$ cat src/rtl/key_debounce_scan.sv
// Per-key counter debouncer with press/release strobes and a registered
// lowest-index-wins note selector for a monophonic tone generator.
module key_debounce_scan #(
  parameter int unsigned N_KEYS          = 8,
  parameter int unsigned IDX_W           = 3,
  parameter int unsigned CNT_W           = 16,
  parameter int unsigned DEBOUNCE_CYCLES = 50000
) (
  input  logic              clk,
  input  logic              rst,
  input  logic [N_KEYS-1:0] key_sync,
  output logic [N_KEYS-1:0] key_stable,
  output logic [N_KEYS-1:0] key_press,
  output logic [N_KEYS-1:0] key_release,
  output logic              note_valid,
  output logic [IDX_W-1:0]  note_idx
);

  localparam logic [CNT_W-1:0] CntMax = CNT_W'(DEBOUNCE_CYCLES - 1);

  logic [N_KEYS-1:0][CNT_W-1:0] cnt_q, cnt_d;
  logic [N_KEYS-1:0]            stable_q, stable_d;
  logic [N_KEYS-1:0]            press_q, press_d;
  logic [N_KEYS-1:0]            release_q, release_d;
  logic                         valid_q, valid_d;
  logic [IDX_W-1:0]             idx_q, idx_d;
  logic [IDX_W-1:0]             lowest_idx;

  always_comb begin
    cnt_d     = cnt_q;
    stable_d  = stable_q;
    press_d   = '0;
    release_d = '0;
    for (int i = 0; i < int'(N_KEYS); i++) begin
      if (key_sync[i] == stable_q[i]) begin
        cnt_d[i] = '0;
      end else if (cnt_q[i] == CntMax) begin
        stable_d[i]  = key_sync[i];
        cnt_d[i]     = '0;
        press_d[i]   = key_sync[i];
        release_d[i] = ~key_sync[i];
      end else begin
        cnt_d[i] = cnt_q[i] + CNT_W'(1);
      end
    end
  end

  // Scan downward so the lowest set index is the last one written.
  always_comb begin
    lowest_idx = '0;
    for (int i = int'(N_KEYS) - 1; i >= 0; i--) begin
      if (stable_q[i]) lowest_idx = IDX_W'(i);
    end
  end

  // With no key held, the last pitch is kept for the release envelope.
  always_comb begin
    valid_d = |stable_q;
    idx_d   = valid_d ? lowest_idx : idx_q;
  end

  always_ff @(posedge clk) begin
    if (rst) begin
      cnt_q     <= '0;
      stable_q  <= '0;
      press_q   <= '0;
      release_q <= '0;
      valid_q   <= 1'b0;
      idx_q     <= '0;
    end else begin
      cnt_q     <= cnt_d;
      stable_q  <= stable_d;
      press_q   <= press_d;
      release_q <= release_d;
      valid_q   <= valid_d;
      idx_q     <= idx_d;
    end
  end

  assign key_stable  = stable_q;
  assign key_press   = press_q;
  assign key_release = release_q;
  assign note_valid  = valid_q;
  assign note_idx    = idx_q;

endmodule

$ cat config.mk
export PLATFORM = sky130hd
export DESIGN_NAME = key_debounce_scan
export DESIGN_NICKNAME = d
export VERILOG_FILES = /design/src/rtl/key_debounce_scan.sv
export SDC_FILE = /design/constraint.sdc
export NUM_CORES = 1
export LEC_CHECK = 0
export BUFFER_PORTS_ARGS = -buffer_cell sky130_fd_sc_hd__buf_2
export CAP_MARGIN = 40
export CORE_ASPECT_RATIO = 0.8
export CORE_UTILIZATION = 35
export DETAILED_ROUTE_END_ITERATION = 7
export GPL_ROUTABILITY_DRIVEN = 0
export SLEW_MARGIN = 20
export SYNTH_ARGS = -nofsm -noshare
export SYNTH_HDL_FRONTEND = slang
export SYNTH_SLANG_ARGS = --single-unit
$ cat constraint.sdc
create_clock -name clk -period 2.18 [get_ports clk]
set_input_delay 0.436 -clock clk [delete_from_list [all_inputs] [get_ports clk]]
set_output_delay 0.436 -clock clk [all_outputs]
set_load 0.01 [all_outputs]
## Word-level counts from Yosys, hierarchy flattened

Index checks and enable logic that the tools add are counted.

| word-level totals | value |
|---|---|
| flip-flop bits (word level) | 156 |
| output and inout port bits | 28 |
| logic and storage cells | 115 |

| cells by class | value |
|---|---|
| add/subtract/negate cells | 8 |
| eq/ne operators | 16 |
| multiplexer cells | 8 |
| bitwise gates (word level) | 24 |
| reductions and logical operators | 25 |

Operator list:

| operator | count |
|---|---|
| adder 16 x 1 -> 16 bit (second input constant) | 8 |
| == test 16 bit (second input constant) | 8 |
| OR reduction 3 bit | 16 |
| 2-to-1 mux 3 bit | 8 |
| NOT 1 bit | 24 |
| AND reduction 2 bit | 8 |
| == test 1 bit | 8 |
| OR reduction 8 bit | 1 |

## Depth between registers and ports, before layout

| depth | value |
|---|---|
| depth in word-level cells | 8 |
| mapped depth | 7 |
| gate-level depth less buffers | 5 |

## Worst setup path before layout

Ideal clock, no wire load.

| timing | value |
|---|---|
| path type | register -> register |
| start | register cnt_q[10] (netlist bit) |
| end | register cnt_q[15] (netlist bit) |
| library setup time | 0.115 ns |
| data arrival time | 1.762 ns |
| data required time | 2.065 ns |
| setup slack | 0.304 ns |
| stages on the path, launching flop included | 6 |
| clock period less this slack | 1.876 ns |
| cells stage by stage | dfxtp_1 or4_1 or4_4 o21ai_4 buf_6 nor2_1 |

| on the way | value |
|---|---|
| cells in the longest elaborated chain, start to end | 2 |

Ends and longest elaborated chain:

| what | line | source |
|---|---|---|
| from (decl) | 21 | `logic [N_KEYS-1:0][CNT_W-1:0] cnt_q, cnt_d;` |
| from (signal assigned) | 71 | `cnt_q <= cnt_d;` |
| parallel branches: the longest is 2 deep, another holds adder 16 x 1 -> 16 bit | n/a |  |

Parallel ways; which one is timed is not known.
A chain may end at the register's enable or synchronous reset.

## Worst setup path in the final report

| timing | value |
|---|---|
| start | register cnt_q[27] (netlist bit) |
| end | register cnt_q[21] (netlist bit) |

| on the way | value |
|---|---|
| cells in the longest elaborated chain, start to end | 2 |

Ends and longest elaborated chain:

| what | line | source |
|---|---|---|
| == test 16 bit | 37 | `end else if (cnt_q[i] == CntMax) begin` |
| OR reduction 3 bit (no line) | n/a |  |

Every way passes these cells.

==> metrics.md <==
| Metric | Value |
|---|---|
| Largest net degree at the start of global routing | 24 |
| Mapped cell area | between 6000 and 7000 um^2 |
| Worst setup SP type | register |
| Fill count | ~1,800 |
| Vias post-DR | approximately 5,000 |
| Post-Synth Simple-Gate Area | approximately 30% |
| Fraction of registers with async set/reset | 0% |
| Most common cell after layout, fill and taps aside | nor2_1 |
| Critical Path RT | 2470 ps |
| Setup_tns | 0 ps |
| Critical path, cell by cell | or4_1 -> or4_1 -> nand2_2 -> nor2_1 |
| Period utilization | roughly 91% |
| Final instance area | ~7800 um^2 |
| Power share of the combinational group | ~1.9% |
| Initial antenna violation count | 1 |
| Die Span Y | 125 um |
| Switch share | between 20 and 25% |
| Area Overhead vs Synth | 17.7% |
| TritonCTS clock tree | done |
| Adder-cell share of the synthesized area | between 1.5 and 2% |
| Total I/O pin count | 38 |
| Clock slew at reported path FFs | 60 ps |
| Worst Max-Slew Pin Slew | 499 ps |
| Initial Util | 36.1% |
| Reg2Reg Setup Slack | between 150 and 200 ps |
| Tmin final | slightly below 2000 ps |
| Highest-delay cell along the critical path | or4_1 |
| Slew HR | around 67% |
| Worst hold slack | about 230 ps |
| CTS Hold Bufs | 0 |
| Worst min-delay path class | in -> reg |
| GRT Util Overall | between 10 and 15% |
| Crit path to | cnt_q[21]$_SDFF_PP0_ |
| Clk_lat worst skew | around 420 ps |
| I/O Buffers | 37 |
| Sw power | approximately 0.0012 W |
| Setup bufs post-CTS | 0 |
| Core Region | around 18,000 um^2 |
| Clk_skew | approximately 9.5 ps |
| Peak supply drop | approximately 0.52 mV |
| Grt ovf | 0 |
| Num CTS Buffers | 17 |
| First-pass GRT wire length | 22.0 mm |
| Yosys warnings | 0 |
| Run status | finished, final reports clean |
| Main combinational cell family by area after synthesis | simple AND/OR/NAND/NOR gates |
| Most used cell along the critical path | or4_1 |
| Max-slew violations | 0 |
| Synth Flop Type | dfxtp_1 |
| Setup violators final | 0 |
| Site Rows | 44 |
| Yosys cell types | 42 |
| Crit path capture type | register |
| Seq/Total Area, Yosys | between 40% and 50% |
| CP Class | reg -> reg |
| PwrDens | ~760 nW/um^2 |
| Layout Nets | between 800 and 900 |
| Worst slack at placement | 192 ps |
| Clk sink count | ~160 |
| Util after Layout | between 40% and 50% |
| Die area | roughly 19,000 um^2 |
| Worst reg-to-reg path cell count | 4 |
| Worst path max stage delay | approximately 600 ps |
| Fmax | slightly above 0.5 GHz |
| Resize count post-CTS | 0 |
| Syn Nets | about 760 |
| Post-synth EDFFs | 0 |
| Max Cap Violations | 0 |
| Sequential Power Share | 48.7% |
| Syn Inst Count | ~740 |
| Arrival time worst endpoint | around 2300 ps |
| First DRT Iteration DRCs | 320 |
| Pint | 0.00469 W |
| Setup crit start | cnt_q[27]$_SDFF_PP0_ |
| Lkg Pwr | between 2 and 3 nW |
| Commonest non-fill, non-tap cells in the layout | 168 x nor2_1, 156 x dfxtp_1, 105 x xnor2_1 |
| CTS root buffer | clkbuf_16 |
| Fin. Hold Viols | 0 |
| Share of cells above drive strength 1 | between 10% and 20% |
| Drt wl/cell | between 10 and 15 um |
| Worst-path fanout max | 14 |
| Post-synthesis mux area share | around 1.2% |
| ANT nets after route | 0 |
| Htree depth | 4 |
| Unrepaired setup endpoints after global routing | no |
| Avg Cell Area, Syn | 8.95 um^2 |
| Seq cells post-synth | 156 |
| Drt pass-1 iters | 4 |
| Clk network pwr share | about half |
| Die Wd | around 160 um |
| Synth Area in Compound Gates | less than 1% |
| Clk buf depth | 2 |
| Post-DP Area | ~7200 um^2 |
| Vias per cell | about 4.7 |
| Xor and xnor fraction of the mapped netlist area | approximately 16% |
| Post-route setup slack | about 200 ps |
| Worst R2R End | cnt_q[21]$_SDFF_PP0_ |
| Vias in the first global route | 4,549 |
| WL final | between 10 and 15 mm |
| DRC viols | 0 |
| R2R Path Start | cnt_q[27]$_SDFF_PP0_ |
| Detailed Place HPWL | between 8 and 9 mm |
==> registers in the layout, indices dropped and copies added, names as in the netlist <==
signal       cells
cnt_q          128
key_press        8
key_release      8
key_stable       8
note_idx         3
note_valid       1
==> cells by family (layout without fill, tap and decap cells) <==
family,count (synthesis),in the layout
AND/OR/NAND/NOR,398,398
flip-flops,156,156
XOR/XNOR,118,118
buffers and inverters,43,116
adder cells (fa/ha/maj),8,8
AO/OA/AOI/OAI,8,8
multiplexers,8,8
other,0,1
==> per-layer routing <==
layer / track usage, % / wire length, um / vias to the layer above
met5: 0 / 0 / -
met4: 3.69 / 127 / 0
met3: 4.89 / 578 / 10
met2: 19.4 / 5080 / 61
met1: 20.5 / 6930 / 2261
li1: - / - / 2647
==> worst max-delay path, delay by kind of cell (launching register included) <==
kind / cells / cell delay, ps
and+or+nand+nor: 4 / 1500
DFF: 1 / 350
==> power groups by stage <==
stage                     logic (W)  registers (W)  clock network [W]
after floorplan           0.0000741        0.00294                  0
after global placement     0.000116        0.00294                  0
after detailed placement   0.000116        0.00294                  0
after CTS                  0.000116        0.00288            0.00302
after global routing       0.000130        0.00288            0.00314
final                      0.000113        0.00288            0.00292
==> cells in the mapped netlist, drive strengths merged, types with 6 or more instances <==
| library cell | number | area share (%) |
|---|---|---|
| and3 | 6 | 0.57 |
| buf | 10 | 0.98 |
| clkbuf | 6 | 0.36 |
| dfxtp | 156 | 47 |
| ha | 8 | 1.5 |
| inv | 27 | 1.5 |
| mux2i | 8 | 1.2 |
| nand2 | 32 | 1.9 |
| nand2b | 7 | 0.66 |
| nand3 | 39 | 3.0 |
| nand4 | 31 | 2.9 |
| nand4b | 6 | 0.79 |
| nor2 | 168 | 9.5 |
| nor3 | 33 | 2.5 |
| nor4 | 38 | 3.8 |
| nor4b | 6 | 0.89 |
| or4 | 11 | 1.4 |
| xnor2 | 105 | 14 |
| xor2 | 13 | 1.7 |
==> per-stage QoR <==
| step | cells | total power [W] |
|---|---|---|
| 6_report | 1066 | 0.00591 |
| 3_5_place_dp | 1033 | 0.00306 |
| 5_1_grt | 1065 | 0.00615 |
| 2_1_floorplan | 739 | 0.00301 |
| 4_1_cts | 1065 | 0.00601 |
| 3_3_place_gp | 1033 | 0.00306 |
==> worst min-delay path by stage <==
stage	from	endpoint	slack (ps)	cells after the start
after CTS	key_sync[2]	key_release[2]$_SDFF_PP0_	210	2
after global placement	cnt_q[0]$_SDFF_PP0_	cnt_q[0]$_SDFF_PP0_	440	1
after floorplan	cnt_q[16]$_SDFF_PP0_	cnt_q[16]$_SDFF_PP0_	430	1
after global routing	key_sync[2]	key_release[2]$_SDFF_PP0_	220	2
final	key_sync[2]	key_release[2]$_SDFF_PP0_	230	2
after detailed placement	cnt_q[96]$_SDFF_PP0_	cnt_q[96]$_SDFF_PP0_	450	1
==> layout make-up <==
cell class,count,area [um^2],share of cell area (%)
repair buffers,57,348,4.47
multi-input cells,540,3300,42.4
well taps,253,317,4.07
diodes,1,2.50,0.0322
flip-flops and latches,156,3120,40.1
clock buffers,23,478,6.14
inverters,27,101,1.30
clock inverters,9,113,1.45
Note: power is estimated with default switching activity, not from simulation.
